===== src/rtl/sysid_arb_pkg.sv =====
// Shared types and constants for the system-ID access arbiter.
package sysid_arb_pkg;

  typedef enum logic [2:0] {
    BOOT_ISSUE,
    BOOT_WAIT,
    IDLE,
    ISSUE,
    WAIT,
    RESP
  } arb_state_e;

  localparam logic        ADDR_ID             = 1'b1;
  localparam logic        ADDR_TS             = 1'b0;
  localparam logic [31:0] DEFAULT_EXPECTED_ID = 32'h5EDAF1B3;

endpackage


===== src/rtl/sysid_access_arbiter_rr.sv =====
// Combinational round-robin picker: one-hot winner, search starting at ptr_i and wrapping.
module rr_arbiter #(
  parameter int unsigned NUM_REQ = 4,
  parameter int unsigned PW      = 2
) (
  input  logic [NUM_REQ-1:0] req_i,
  input  logic [PW-1:0]      ptr_i,
  output logic [NUM_REQ-1:0] grant_o
);

  logic [PW-1:0] idx;
  logic          found;

  always_comb begin
    grant_o = '0;
    found   = 1'b0;
    idx     = '0;
    for (int unsigned k = 0; k < NUM_REQ; k++) begin
      idx = PW'((32'(ptr_i) + k) % NUM_REQ);
      if (!found && req_i[idx]) begin
        grant_o[idx] = 1'b1;
        found        = 1'b1;
      end
    end
  end

endmodule


===== src/rtl/sysid_access_arbiter.sv =====
// Round-robin arbiter sharing a two-word system-ID slave among NUM_REQ requesters.
// Optional boot ID check built when SYSID_BOOT_CHECK_EN is defined.
module sysid_access_arbiter
  import sysid_arb_pkg::*;
#(
  parameter int unsigned NUM_REQ     = 4,
  parameter int unsigned RD_LATENCY  = 0,
  parameter logic [31:0] EXPECTED_ID = DEFAULT_EXPECTED_ID
) (
  input  logic               clock,
  input  logic               reset_n,
  input  logic [NUM_REQ-1:0] req,
  input  logic [NUM_REQ-1:0] req_addr,
  output logic [NUM_REQ-1:0] gnt,
  output logic [NUM_REQ-1:0] rvalid,
  output logic [31:0]        rdata,
  output logic               m_address,
  output logic               m_read,
  input  logic [31:0]        m_readdata,
  output logic               id_ok,
  output logic               id_err
);

  localparam int unsigned PW  = $clog2(NUM_REQ);
  localparam logic [1:0]  LAT = 2'(RD_LATENCY);

  arb_state_e         state_q;
  logic [PW-1:0]      ptr_q, ptr_d;
  logic [NUM_REQ-1:0] win_d;
  logic [NUM_REQ-1:0] gnt_q, rvalid_q;
  logic [31:0]        rdata_q;
  logic               m_read_q, m_addr_q;
  logic [1:0]         cnt_q;

  rr_arbiter #(.NUM_REQ(NUM_REQ), .PW(PW)) u_rr (
    .req_i   (req),
    .ptr_i   (ptr_q),
    .grant_o (win_d)
  );

  always_comb begin
    ptr_d = ptr_q;
    for (int unsigned k = 0; k < NUM_REQ; k++) begin
      if (win_d[k]) ptr_d = PW'((k + 1) % NUM_REQ);
    end
  end

`ifdef SYSID_BOOT_CHECK_EN
  logic id_ok_q, id_err_q;
  assign id_ok  = id_ok_q;
  assign id_err = id_err_q;
`else
  assign id_ok  = 1'b0;
  assign id_err = 1'b0;
`endif

  // Reset parks the FSM in IDLE; with the boot check built, IDLE diverts to
  // BOOT_ISSUE until a result flag is set, so the flags double as "boot done".
  always_ff @(posedge clock or negedge reset_n) begin
    if (!reset_n) begin
      state_q  <= IDLE;
      ptr_q    <= '0;
      gnt_q    <= '0;
      rvalid_q <= '0;
      rdata_q  <= '0;
      m_read_q <= 1'b0;
      m_addr_q <= ADDR_TS;
      cnt_q    <= '0;
`ifdef SYSID_BOOT_CHECK_EN
      id_ok_q  <= 1'b0;
      id_err_q <= 1'b0;
`endif
    end else begin
      case (state_q)
        IDLE: begin
`ifdef SYSID_BOOT_CHECK_EN
          if (!(id_ok_q || id_err_q)) begin
            state_q  <= BOOT_ISSUE;
            m_read_q <= 1'b1;
            m_addr_q <= ADDR_ID;
          end else
`endif
          if (|req) begin
            state_q  <= ISSUE;
            gnt_q    <= win_d;
            ptr_q    <= ptr_d;
            m_read_q <= 1'b1;
            m_addr_q <= |(win_d & req_addr);
          end
        end
        ISSUE: begin
          m_read_q <= 1'b0;
          cnt_q    <= 2'd1;
          if (RD_LATENCY == 0) begin
            rdata_q  <= m_readdata;
            rvalid_q <= gnt_q;
            state_q  <= RESP;
          end else begin
            state_q  <= WAIT;
          end
        end
        WAIT: begin
          if (cnt_q == LAT) begin
            rdata_q  <= m_readdata;
            rvalid_q <= gnt_q;
            state_q  <= RESP;
          end else begin
            cnt_q <= cnt_q + 2'd1;
          end
        end
        RESP: begin
          rvalid_q <= '0;
          gnt_q    <= '0;
          state_q  <= IDLE;
        end
`ifdef SYSID_BOOT_CHECK_EN
        BOOT_ISSUE: begin
          m_read_q <= 1'b0;
          cnt_q    <= 2'd1;
          if (RD_LATENCY == 0) begin
            id_ok_q  <= (m_readdata == EXPECTED_ID);
            id_err_q <= (m_readdata != EXPECTED_ID);
            state_q  <= IDLE;
          end else begin
            state_q  <= BOOT_WAIT;
          end
        end
        BOOT_WAIT: begin
          if (cnt_q == LAT) begin
            id_ok_q  <= (m_readdata == EXPECTED_ID);
            id_err_q <= (m_readdata != EXPECTED_ID);
            state_q  <= IDLE;
          end else begin
            cnt_q <= cnt_q + 2'd1;
          end
        end
`endif
        default: state_q <= IDLE;
      endcase
    end
  end

  assign gnt       = gnt_q;
  assign rvalid    = rvalid_q;
  assign rdata     = rdata_q;
  assign m_read    = m_read_q;
  assign m_address = m_addr_q;

endmodule


===== config.mk =====
export PLATFORM = sky130hd
export DESIGN_NAME = sysid_access_arbiter
export DESIGN_NICKNAME = d
export VERILOG_FILES = /design/src/rtl/sysid_arb_pkg.sv /design/src/rtl/sysid_access_arbiter_rr.sv /design/src/rtl/sysid_access_arbiter.sv
export SDC_FILE = /design/constraint.sdc
export NUM_CORES = 1
export LEC_CHECK = 0
export ABC_CLOCK_PERIOD_IN_PS = 3650
export CAP_MARGIN = 40
export CORE_MARGIN = 1
export CORE_UTILIZATION = 48
export DETAILED_ROUTE_END_ITERATION = 10
export PLACE_DENSITY = 0.85
export REMOVE_ABC_BUFFERS = 1
export SETUP_SLACK_MARGIN = 0.02
export SYNTH_ARGS = -nofsm -noshare
export SYNTH_HDL_FRONTEND = slang
export SYNTH_SLANG_ARGS = --single-unit

===== constraint.sdc =====
create_clock -name clock -period 3.65 [get_ports clock]
set_input_delay 0.365 -clock clock [delete_from_list [all_inputs] [get_ports clock]]
set_output_delay 0.365 -clock clock [all_outputs]
set_load 0.05 [all_outputs]

==> results_dict.tcl <==
set metrics [dict create \
    status "complete, no violations" \
    syn_avg_cell_area_sq_um 11.9 \
    area_delta_synth_final_pct 42.8 \
    grt_pass1_wl_mm 8.80 \
    core_area_sq_um 4750 \
    required_ps 3830 \
    clock_sinks 49 \
    drtAntennaViolNets 0 \
    fin_crit_sh_pct 78.2 \
    max_freq_mhz 351 \
    rsz0062_at_grt "false" \
    diodes 0 \
    post_cts_buffers 0 \
    cpMaxStageDelayCell "mux4_1" \
    hp-class "in2async" \
    syn_area_sq_um 2400 \
    post-route-util_pct 72.1 \
    holdBufCountCts 0 \
    drv_cap 0 \
    worstSetupPathType "reg2reg" \
    overflow 0 \
    gp_congestion 0.881 \
    fin_setup_tns_ps 0 \
    layout-drive-gt1-share_pct 17.1 \
    cp_max_fo 12 \
    vias 1883 \
    seq_area_frac_synth_pct 51.1 \
    io_buffers 83 \
    numPlacedInstances 346 \
    grt_pass1_vias 1831 \
    numCtsBuffers 5 \
    wl_per_cell_um 15.8 \
    finalHoldViolCount 0 \
    cts_tree "yes" \
    post_drt_via_cell_ratio 5.33 \
    cp-start-kind "flop" \
    grt_usage_pct 22.6 \
    clock_skew_ps 7.25 \
    drc 0 \
    cp.arrival_ps 3040 \
    first_pass_iters 4 \
    htreeDepth 2 \
    maxSlewHeadroom_pct 60.0 \
    routed_wirelength_mm 5.59 \
    clk_path_buf_depth 2 \
    antenna_found_initial 0 \
    ys_ff_latch 49 \
    insertion_delay_ps 300 \
    io_pins 86 \
    cp-end-kind "flop" \
    fin_nets 334 \
    die_w_um 72.7 \
    clkTransAtPathRegs_ps 90 \
    worst_pin_slew_ps 598 \
    fp.dieH_um 72.7 \
    ys_warn_count 0 \
    drt_iter0_drc 82 \
    cts_root_buf "clkbuf_8" \
    ys_types 43 \
    die_area_sq_um 5290 \
    rows 25 \
    setup_viol 0 \
    cpPeakStageDelay_ps 660 \
    fin_cells 353 \
    syn_inst 202 \
    initial_core_util_pct 50.5 \
    crit_path_cell_trace "inv_1 > ha_1 > mux4_1 > nor2b_1 > a222oi_1 > a21oi_1 > a2bb2oi_1" \
    r2r_cells 7 \
    slew_viol_final 0 \
    fin_crit_ps 2850 \
    grt_max_degree 28 \
    ctsResizeCount 0 \
    dpl.hpwl_mm 4.13 \
]
-- critical path, delay by kind of cell (launching register included) --
family | cells | cell delay, ps
and+or+nand+nor | 1 | 190
muxes | 1 | 660
buffers and inverters | 1 | 150
adders and majority gates | 1 | 410
DFF | 1 | 620
AOI/OAI and AO/OA | 3 | 700
-- layout make-up --
class	count	area, sq um
Fill cell	341	1330
Sequential cell	49	1230
Multi-Input combinational cell	137	1110
Timing Repair Buffer	85	873
Tap cell	67	83.8
Clock buffer	5	68.8
Clock inverter	2	35.0
Inverter	8	30.0
-- final timing paths --
| kind | slack (ps) | endpoint | from |
|---|---|---|---|
| worst max-delay path | 800 | ptr_q[0] | ptr_q[0] |
| worst min-delay path | 30 | rdata[2] | reset_n |
| worst max register to register | 800 | ptr_q[0] | ptr_q[0] |
| worst min register to register | 510 | rdata[0] | rdata[0] |
| max in group asynchronous | 3090 | rdata[21] | reset_n |
| min in group clock | 510 | rdata[0] | rdata[0] |
-- flip-flops by register name (all words and copies together), names as in the netlist --
register   flops
ptr_q          2
gnt            4
m_read         1
rvalid         4
state_q        3
m_address      1
rdata         32
cnt_q          2
-- layer usage --
| metal | global-route usage [%] | part of all wire (%) |
|---|---|---|
| met4 | 8.93 | 1.8 |
| met2 | 37.7 | 47 |
| met1 | 27.8 | 43 |
| met3 | 6.22 | 7.5 |
| met5 | 0 | 0 |
-- synth_stat cells (all sizes together) --
library cell | n | area [sq um]
and2 | 1 | 6.26
nor2b | 8 | 50.1
a21oi | 7 | 35.0
a222oi | 1 | 10.0
or2b | 1 | 7.51
a2bb2oi | 1 | 8.76
o221ai | 1 | 8.76
nand2b | 4 | 25.0
nand3 | 6 | 30.0
dfstp | 1 | 26.3
a21o | 2 | 15.0
nand3b | 1 | 7.51
conb | 1 | 3.75
nor3b | 2 | 15.0
buf | 6 | 41.3
o22ai | 1 | 6.26
o21ai | 13 | 65.1
ha | 6 | 75.1
clkbuf | 3 | 11.3
nand2 | 15 | 56.3
inv | 8 | 30.0
a31oi | 2 | 12.5
o221a | 1 | 11.3
o311a | 1 | 10.0
a311oi | 1 | 15.0
dfrtp | 48 | 1200
a22oi | 4 | 30.0
mux2 | 32 | 360
o22a | 1 | 8.76
and3 | 2 | 12.5
a221oi | 2 | 23.8
o211ai | 2 | 15.0
mux2i | 2 | 20.0
mux4 | 4 | 97.6
or4 | 1 | 7.51
nor2 | 10 | 40.0
-- cell families after synthesis --
| family | after synthesis | synth area share [%] |
|---|---|---|
| mux | 38 | 19.9 |
| simple gates | 51 | 10.7 |
| compound gates | 40 | 11.5 |
| flops | 49 | 51.1 |
| buf+inv | 17 | 3.44 |
| other cells | 1 | 0.156 |
| fa+ha+maj | 6 | 3.13 |
-- stage by stage --
step	hold WS (ps)	area (sq um)	worst slack, ps
2_1_floorplan	69.4	2350	677
3_3_place_gp	476	3280	899
3_5_place_dp	379	3320	825
4_1_cts	50.9	3430	805
5_1_grt	77.3	3430	590
6_report	35.0	3430	797
-- placed cells by master (no fill, tap or decap), types with 4 or more instances in the layout --
master	n
o21ai_0	11
nor2_1	9
nor2b_1	8
ha_1	6
dfrtp_1	48
clkdlybuf4s50_1	82
a22oi_1	4
nand2_1	15
nand2b_1	4
inv_1	8
nand3_1	6
a21oi_1	7
clkbuf_8	5
mux2_2	31
Power is not shown: default switching activity piles up to over one toggle a cycle in this logic, so the estimate is an artifact.
